`src/rtl/writeback_queue_pkg.sv`:
```
// Shared defaults and entry type for the register writeback queue.
package writeback_queue_pkg;

  localparam int ADDR_W_DEF = 6;
  localparam int DATA_W_DEF = 32;

  typedef struct packed {
    logic [ADDR_W_DEF-1:0] rd;
    logic [DATA_W_DEF-1:0] val;
  } wb_entry_t;

endpackage

```
`src/rtl/writeback_queue_match.sv`:
```
// Hazard lookup for one query index: pending flag over occupied entries and,
// with WBQ_FORWARD_EN, the value of the youngest matching entry.
module wbq_match #(
  parameter int DEPTH  = 4,
  parameter int ADDR_W = 6,
  parameter int PTR_W  = $clog2(DEPTH)
`ifdef WBQ_FORWARD_EN
  , parameter int DATA_W = 32
`endif
) (
  input  logic [ADDR_W-1:0] rd_q [DEPTH],
`ifdef WBQ_FORWARD_EN
  input  logic [DATA_W-1:0] val_q [DEPTH],
  output logic [DATA_W-1:0] fwd,
`endif
  input  logic [PTR_W-1:0]  rptr,
  input  logic [PTR_W:0]    count,
  input  logic [ADDR_W-1:0] index,
  output logic              pending
);

  // Walk oldest to youngest so the last hit is the youngest match.
  always_comb begin
    pending = 1'b0;
`ifdef WBQ_FORWARD_EN
    fwd = '0;
`endif
    for (int i = 0; i < DEPTH; i++) begin
      if (((PTR_W+1)'(i) < count) && (rd_q[rptr + PTR_W'(i)] == index)) begin
        pending = 1'b1;
`ifdef WBQ_FORWARD_EN
        fwd = val_q[rptr + PTR_W'(i)];
`endif
      end
    end
  end

endmodule

```
`src/rtl/writeback_queue.sv`:
```
// Two-source register writeback FIFO with round-robin intake and hazard flags.
// Define WBQ_FORWARD_EN to add youngest-match value forwarding outputs.
module writeback_queue
  import writeback_queue_pkg::*;
#(
  parameter int DEPTH  = 4,
  parameter int DATA_W = DATA_W_DEF,
  parameter int ADDR_W = ADDR_W_DEF
) (
  input  logic              clk,
  input  logic              rst_n,
  input  logic              in_alu_valid,
  input  logic [ADDR_W-1:0] in_alu_rd,
  input  logic [DATA_W-1:0] in_alu_val,
  output logic              out_alu_ready,
  input  logic              in_mem_valid,
  input  logic [ADDR_W-1:0] in_mem_rd,
  input  logic [DATA_W-1:0] in_mem_val,
  output logic              out_mem_ready,
  input  logic              in_ctrl_hold,
  output logic              out_ctrl_regwrt,
  output logic [ADDR_W-1:0] out_rd,
  output logic [DATA_W-1:0] out_rdval,
  input  logic [ADDR_W-1:0] in_rs,
  input  logic [ADDR_W-1:0] in_rt,
`ifdef WBQ_FORWARD_EN
  output logic [DATA_W-1:0] out_rs_fwd,
  output logic [DATA_W-1:0] out_rt_fwd,
`endif
  output logic              out_rs_pending,
  output logic              out_rt_pending
);

  localparam int PTR_W = $clog2(DEPTH);
  localparam int CNT_W = PTR_W + 1;
  localparam logic [CNT_W-1:0] FULL = CNT_W'(DEPTH);

  logic [ADDR_W-1:0] rd_q  [DEPTH];
  logic [DATA_W-1:0] val_q [DEPTH];
  logic [PTR_W-1:0]  rptr, wptr;
  logic [CNT_W-1:0]  count;
  logic              last_mem, active;
  logic              pop, room, grant_alu, grant_mem, enq;
  logic [ADDR_W-1:0] enq_rd;
  logic [DATA_W-1:0] enq_val;

  // Handshake: a source's request is taken on the rising edge where its
  // valid and ready are both 1; until then the source holds it stable.
  // 'active' keeps both readys low through reset and the release cycle.
  always_comb begin
    pop             = (count != '0) && !in_ctrl_hold;
    room            = active && ((count != FULL) || pop);
    grant_alu       = in_alu_valid && (!in_mem_valid || last_mem);
    grant_mem       = in_mem_valid && !grant_alu;
    out_alu_ready   = grant_alu && room;
    out_mem_ready   = grant_mem && room;
    enq             = out_alu_ready || out_mem_ready;
    enq_rd          = grant_alu ? in_alu_rd  : in_mem_rd;
    enq_val         = grant_alu ? in_alu_val : in_mem_val;
    out_ctrl_regwrt = pop;
    out_rd          = (count != '0) ? rd_q[rptr]  : '0;
    out_rdval       = (count != '0) ? val_q[rptr] : '0;
  end

  always_ff @(posedge clk or negedge rst_n) begin
    if (!rst_n) begin
      rptr     <= '0;
      wptr     <= '0;
      count    <= '0;
      last_mem <= 1'b1;
      active   <= 1'b0;
    end else begin
      active <= 1'b1;
      if (enq) begin
        wptr     <= wptr + PTR_W'(1);
        last_mem <= grant_mem;
      end
      if (pop) rptr <= rptr + PTR_W'(1);
      if (enq && !pop)      count <= count + CNT_W'(1);
      else if (!enq && pop) count <= count - CNT_W'(1);
    end
  end

  // Payload storage needs no reset; occupancy is tracked by count alone.
  always_ff @(posedge clk) begin
    if (enq) begin
      rd_q[wptr]  <= enq_rd;
      val_q[wptr] <= enq_val;
    end
  end

  wbq_match #(
    .DEPTH(DEPTH), .ADDR_W(ADDR_W)
`ifdef WBQ_FORWARD_EN
    , .DATA_W(DATA_W)
`endif
  ) u_match_rs (
    .rd_q(rd_q),
`ifdef WBQ_FORWARD_EN
    .val_q(val_q),
    .fwd(out_rs_fwd),
`endif
    .rptr(rptr), .count(count), .index(in_rs), .pending(out_rs_pending)
  );

  wbq_match #(
    .DEPTH(DEPTH), .ADDR_W(ADDR_W)
`ifdef WBQ_FORWARD_EN
    , .DATA_W(DATA_W)
`endif
  ) u_match_rt (
    .rd_q(rd_q),
`ifdef WBQ_FORWARD_EN
    .val_q(val_q),
    .fwd(out_rt_fwd),
`endif
    .rptr(rptr), .count(count), .index(in_rt), .pending(out_rt_pending)
  );

endmodule

```
`config.mk`:
```
export PLATFORM = sky130hd
export DESIGN_NAME = writeback_queue
export DESIGN_NICKNAME = d
export VERILOG_FILES = /design/src/rtl/writeback_queue_pkg.sv /design/src/rtl/writeback_queue_match.sv /design/src/rtl/writeback_queue.sv
export SDC_FILE = /design/constraint.sdc
export NUM_CORES = 1
export LEC_CHECK = 0
export BUFFER_PORTS_ARGS = -buffer_cell sky130_fd_sc_hd__buf_2
export CAP_MARGIN = 10
export CORE_UTILIZATION = 45
export DETAILED_ROUTE_END_ITERATION = 7
export PLACE_DENSITY = 0.66
export SETUP_SLACK_MARGIN = 0.2
export SKIP_LAST_GASP = 1
export SLEW_MARGIN = 20
export SYNTH_ARGS = -nofsm -noshare
export SYNTH_HDL_FRONTEND = slang
export SYNTH_SLANG_ARGS = --single-unit
```
`constraint.sdc`:
```
create_clock -name clk -period 3 [get_ports clk]
set_clock_uncertainty 0.05 [all_clocks]
set_input_delay 0.3 -clock clk [delete_from_list [all_inputs] [get_ports clk]]
set_output_delay 0.3 -clock clk [all_outputs]
set_load 0.05 [all_outputs]
```
==> results summary <==
The flow ran to the end, and the final reports show no timing, DRC or antenna violations. The number of enable-type register cells in the synthesized netlist came out at 152. The HPWL after detailed placement came out at 11910 um. The number of antenna diodes in the final layout is 0. The clock network fraction of total power is 0.202.

The initial antenna violation count came out at 0. The antenna violation net count after detailed routing came out at 0. The kind of capture point of the worst setup path is an output pin. Buffers placed on the I/O ports in this run total 135. The sum of routed wire segments on met1 is 7314 um. The maximum operating frequency is 333.4 MHz. The buffering stage count on the worst path with inverters included is 2. The share of synthesized registers carrying an async set or reset is 0.05590. The analysis attributes to cell leakage a power of 3.671 nW. Pin placement for this block handled 136 I/O pins.

The number of cells on the worst reg-to-reg path came out at 8. The number of cells on the worst hold path is 2. After routing, the total negative slack on setup checks comes to 0 ps. For this run, the detailed router's first-pass iteration total came to 4.

The die span in x is 135.8 um. The remaining global-route overflow is 0. The maximum vdd ir drop came out at 0.0006271 V. The met2 routed wirelength came out at 8976 um. The effective utilization at floorplan came out at 0.4626. The area of all placed cells without fillers came out at 9907 sq um.

The power share of the combinational group came out at 0.508. The cell taking the most area after synthesis is edfxtp_1. The routability congestion estimate is 0.8127.

The share of the clock period used by the worst path is 0.9997. The share of synthesized area in the top cell type comes to 0.5665. The floorplan step defined a core boundary enclosing 17420 sq um. In the synthesized netlist the dominant register cell turns out to be edfxtp_1.

The reg-to-reg critical path startpoint is count[0]$_DFFE_PN0P_. The layout-stage area growth over the synthesis result is 22.97%. For this run, the number of Yosys warnings is 0. The signal arrival time at the worst endpoint came out at 2650 ps. The average size of a mapped cell came out at 16.89 sq um. The number of pins with negative max-slew slack in the final report is 0. In the final layout, the share of cells above drive strength 1 is 0.4730.

The clock tree from TritonCTS is yes. The largest delay contributor family on the critical path is simple AND/OR/NAND/NOR gates. The footprint of the multi-input gates is 3103 sq um. The die covers 18440 sq um. The number of nets in the layout is 736. The clock net sink count came out at 161. The largest stage delay on the critical path is 520 ps. The max-capacitance violation count came out at 0.

Traced cell by cell, the critical path runs through buf_12 -> mux4_2 -> xnor2_1 -> nand4_1 -> nor4_2 -> or4_1 -> buf_6. Yosys instantiated no cell more often than edfxtp_1. The post-synth net total is 579. In this run the worst setup path begins at rptr[0]$_DFFE_PN0N_.

The number of DRC violations after detailed routing came out at 0. Setup repair after global routing could not meet its margin everywhere. Synthesis produced 477 cells. The largest net degree at the start of global routing came out at 39. The detailed router's first-iteration violation count came out at 267. The global-route wire length before repair is 26740 um.

The total vias in the final route came out at 4693. The fraction of power spent switching nets is 0.4087. The number of global-route vias before repair is 4945. The peak fanout along the critical path is 6. The initialized floorplan defines 48 standard-cell rows.

The critical path in this run is classified as register to output pin. Wires add up to 17030 um. Counting the buffers created by CTS gives 17.

The clock latency on the worst-skew pair is 420 ps. The count of endpoints failing setup in the final report came out at 0. The number of filler instances in the final layout is 1418. The worst setup slack for register-to-register paths is 520 ps.

The worst register-to-register path ends at val_q[1][1]$_DFFE_PP_. Sorting the synthesized cells by area gives the leading types as edfxtp_1 57%, mux4_2 13%, mux2_2 5.7%, xnor2_1 3.8%, mux2i_1 3.2%. The required time of the worst setup path is 2650 ps. For this run, the register share of the synthesized area comes to 0.5947. The part of the total power dissipated in sequential elements came out at 0.291.

The path length in cells of the critical path is 7. The switching component of the power is 4.428 mW. Following the worst setup path forward leads to its endpoint at out_rt_pending. The average wire per cell in the routed design is 19.53 um. The cell with the biggest individual delay on the critical path is dfrtp_4. The number of buffers between clock root and the deepest sink came out at 2. Measured along the y axis, the die boundary spans 135.8 um. The topmost layer with routed signal wires is met4. The mapped netlist covers 8056 sq um. The count of final hold-check violations is 0. The H-tree was split into 4 levels. The internal power component came out at 6.406 mW. Across every metal layer, demand over resource in global routing totals 0.1982.

The final period demand of the worst path is 2999 ps. The power density over the cells came out at 1094 nW/um^2. The cell at the root of the clock tree is clkbuf_16. The routed length on met3 came out at 601 um. The CTS clock-pin slew for the worst setup and hold paths is 60 ps. The tightest min-delay check is of the primary input to register type.

The synthesized netlist contains 41 unique library cells. The post-detailed-route via-to-cell ratio came out at 5.382. STA classifies the critical path startpoint as a register. The area taken by flip-flops and latches came out at 4798 sq um. The number of register bits inferred by synthesis is 161. The post-place instance area is 9104 sq um. Counting instances in the post-synthesis netlist gives the leading cell types as 152 x edfxtp_1, 48 x mux4_2, 41 x mux2_2, 38 x nor2b_1, 35 x xnor2_1.
==> worst register-to-register path, cell delays in order (launching register included) <==
cell and delay [ps]:
dfrtp_1 460, inv_1 90, ha_1 230, a31oi_1 370, inv_1 120, nor2_1 120, buf_4 170, and2_2 350
buf_4 230
==> logic make-up after synthesis <==
logic type / Yosys count / synth area share
AOI/OAI and AO/OA: 12 / 0.009628
xor gates and xnor gates: 59 / 0.06414
adders and majority gates: 9 / 0.01398
buffers and inverters: 39 / 0.02516
DFF: 161 / 0.5947
muxes: 118 / 0.2336
other: 1 / 0.0004655
and+or+nand+nor: 78 / 0.05839
==> flip-flops by register name, summed over array words and instances, names as in the netlist <==
name,cells
wptr,2
rptr,2
val_q,128
rd_q,24
active,1
last_mem,1
count,3
==> final cells by class <==
cell class,count,area share
well taps,225,0.02842
clock inverters,14,0.01819
inverters,9,0.003410
multi-input cells,277,0.3132
repair buffers,168,0.1091
clock buffers,18,0.04332
flip-flops and latches,161,0.4843
==> per-stage QoR <==
stage	cells	utilization	setup WS, ps	hold WS (ps)	total power [mW]
after floorplan	477	-	232.7	-45.59	7.212
after global placement	829	0.5227	216.6	134.8	8.386
after detailed placement	829	0.5227	188.9	139.3	8.443
after CTS	872	0.5684	-7.981	52.97	10.93
after global routing	872	0.5688	-105.6	45.97	11.35
final	872	0.5688	0.9024	63.37	10.83
==> layer usage <==
layer | vias to the layer above | track usage
met1 | 2418 | 0.2564
met5 | - | 0
met4 | 0 | 0.05930
met3 | 10 | 0.03853
met2 | 103 | 0.3373
li1 | 2162 | -
==> power by group through the flow <==
stage	registers [mW]	logic (mW)	clock network, mW
6_report	3.15	5.50	2.19
2_1_floorplan	3.08	4.13	0
5_1_grt	3.18	5.85	2.32
3_3_place_gp	3.27	5.11	0
3_5_place_dp	3.31	5.13	0
4_1_cts	3.15	5.57	2.22
==> cells in the final DEF, fill, tap and decap left out, types with 8 or more instances in the layout <==
cell and count:
buf_12 10, buf_2 132, buf_4 18, clkbuf_16 17, edfxtp_1 152, ha_1 9, inv_1 8, mux2_2 41
mux2i_1 26, mux4_2 51, nor2_1 9, nor2b_1 37, xnor2_1 34, xor2_1 23
==> worst min-delay path by stage <==
stage | start | endpoint | slack (ps)
floorplan | rst_n | active$_DFF_PN0_ | -50
global placement | rst_n | count[1]$_DFFE_PN0P_ | 130
global route | in_alu_valid | last_mem$_DFFE_PN1P_ | 50
detailed placement | rst_n | count[0]$_DFFE_PN0P_ | 140
CTS | in_alu_valid | last_mem$_DFFE_PN1P_ | 50
finish | in_alu_valid | last_mem$_DFFE_PN1P_ | 60
==> what timing repair did <==
item,4_1_cts,5_1_grt
endpoints found under the setup margin,17,17
pin swaps,3,0
setup buffers,10,0
hold endpoints to repair,9,0
resized for setup,18,2
hold buffers,1,0
(Power assumes the default switching activity.)
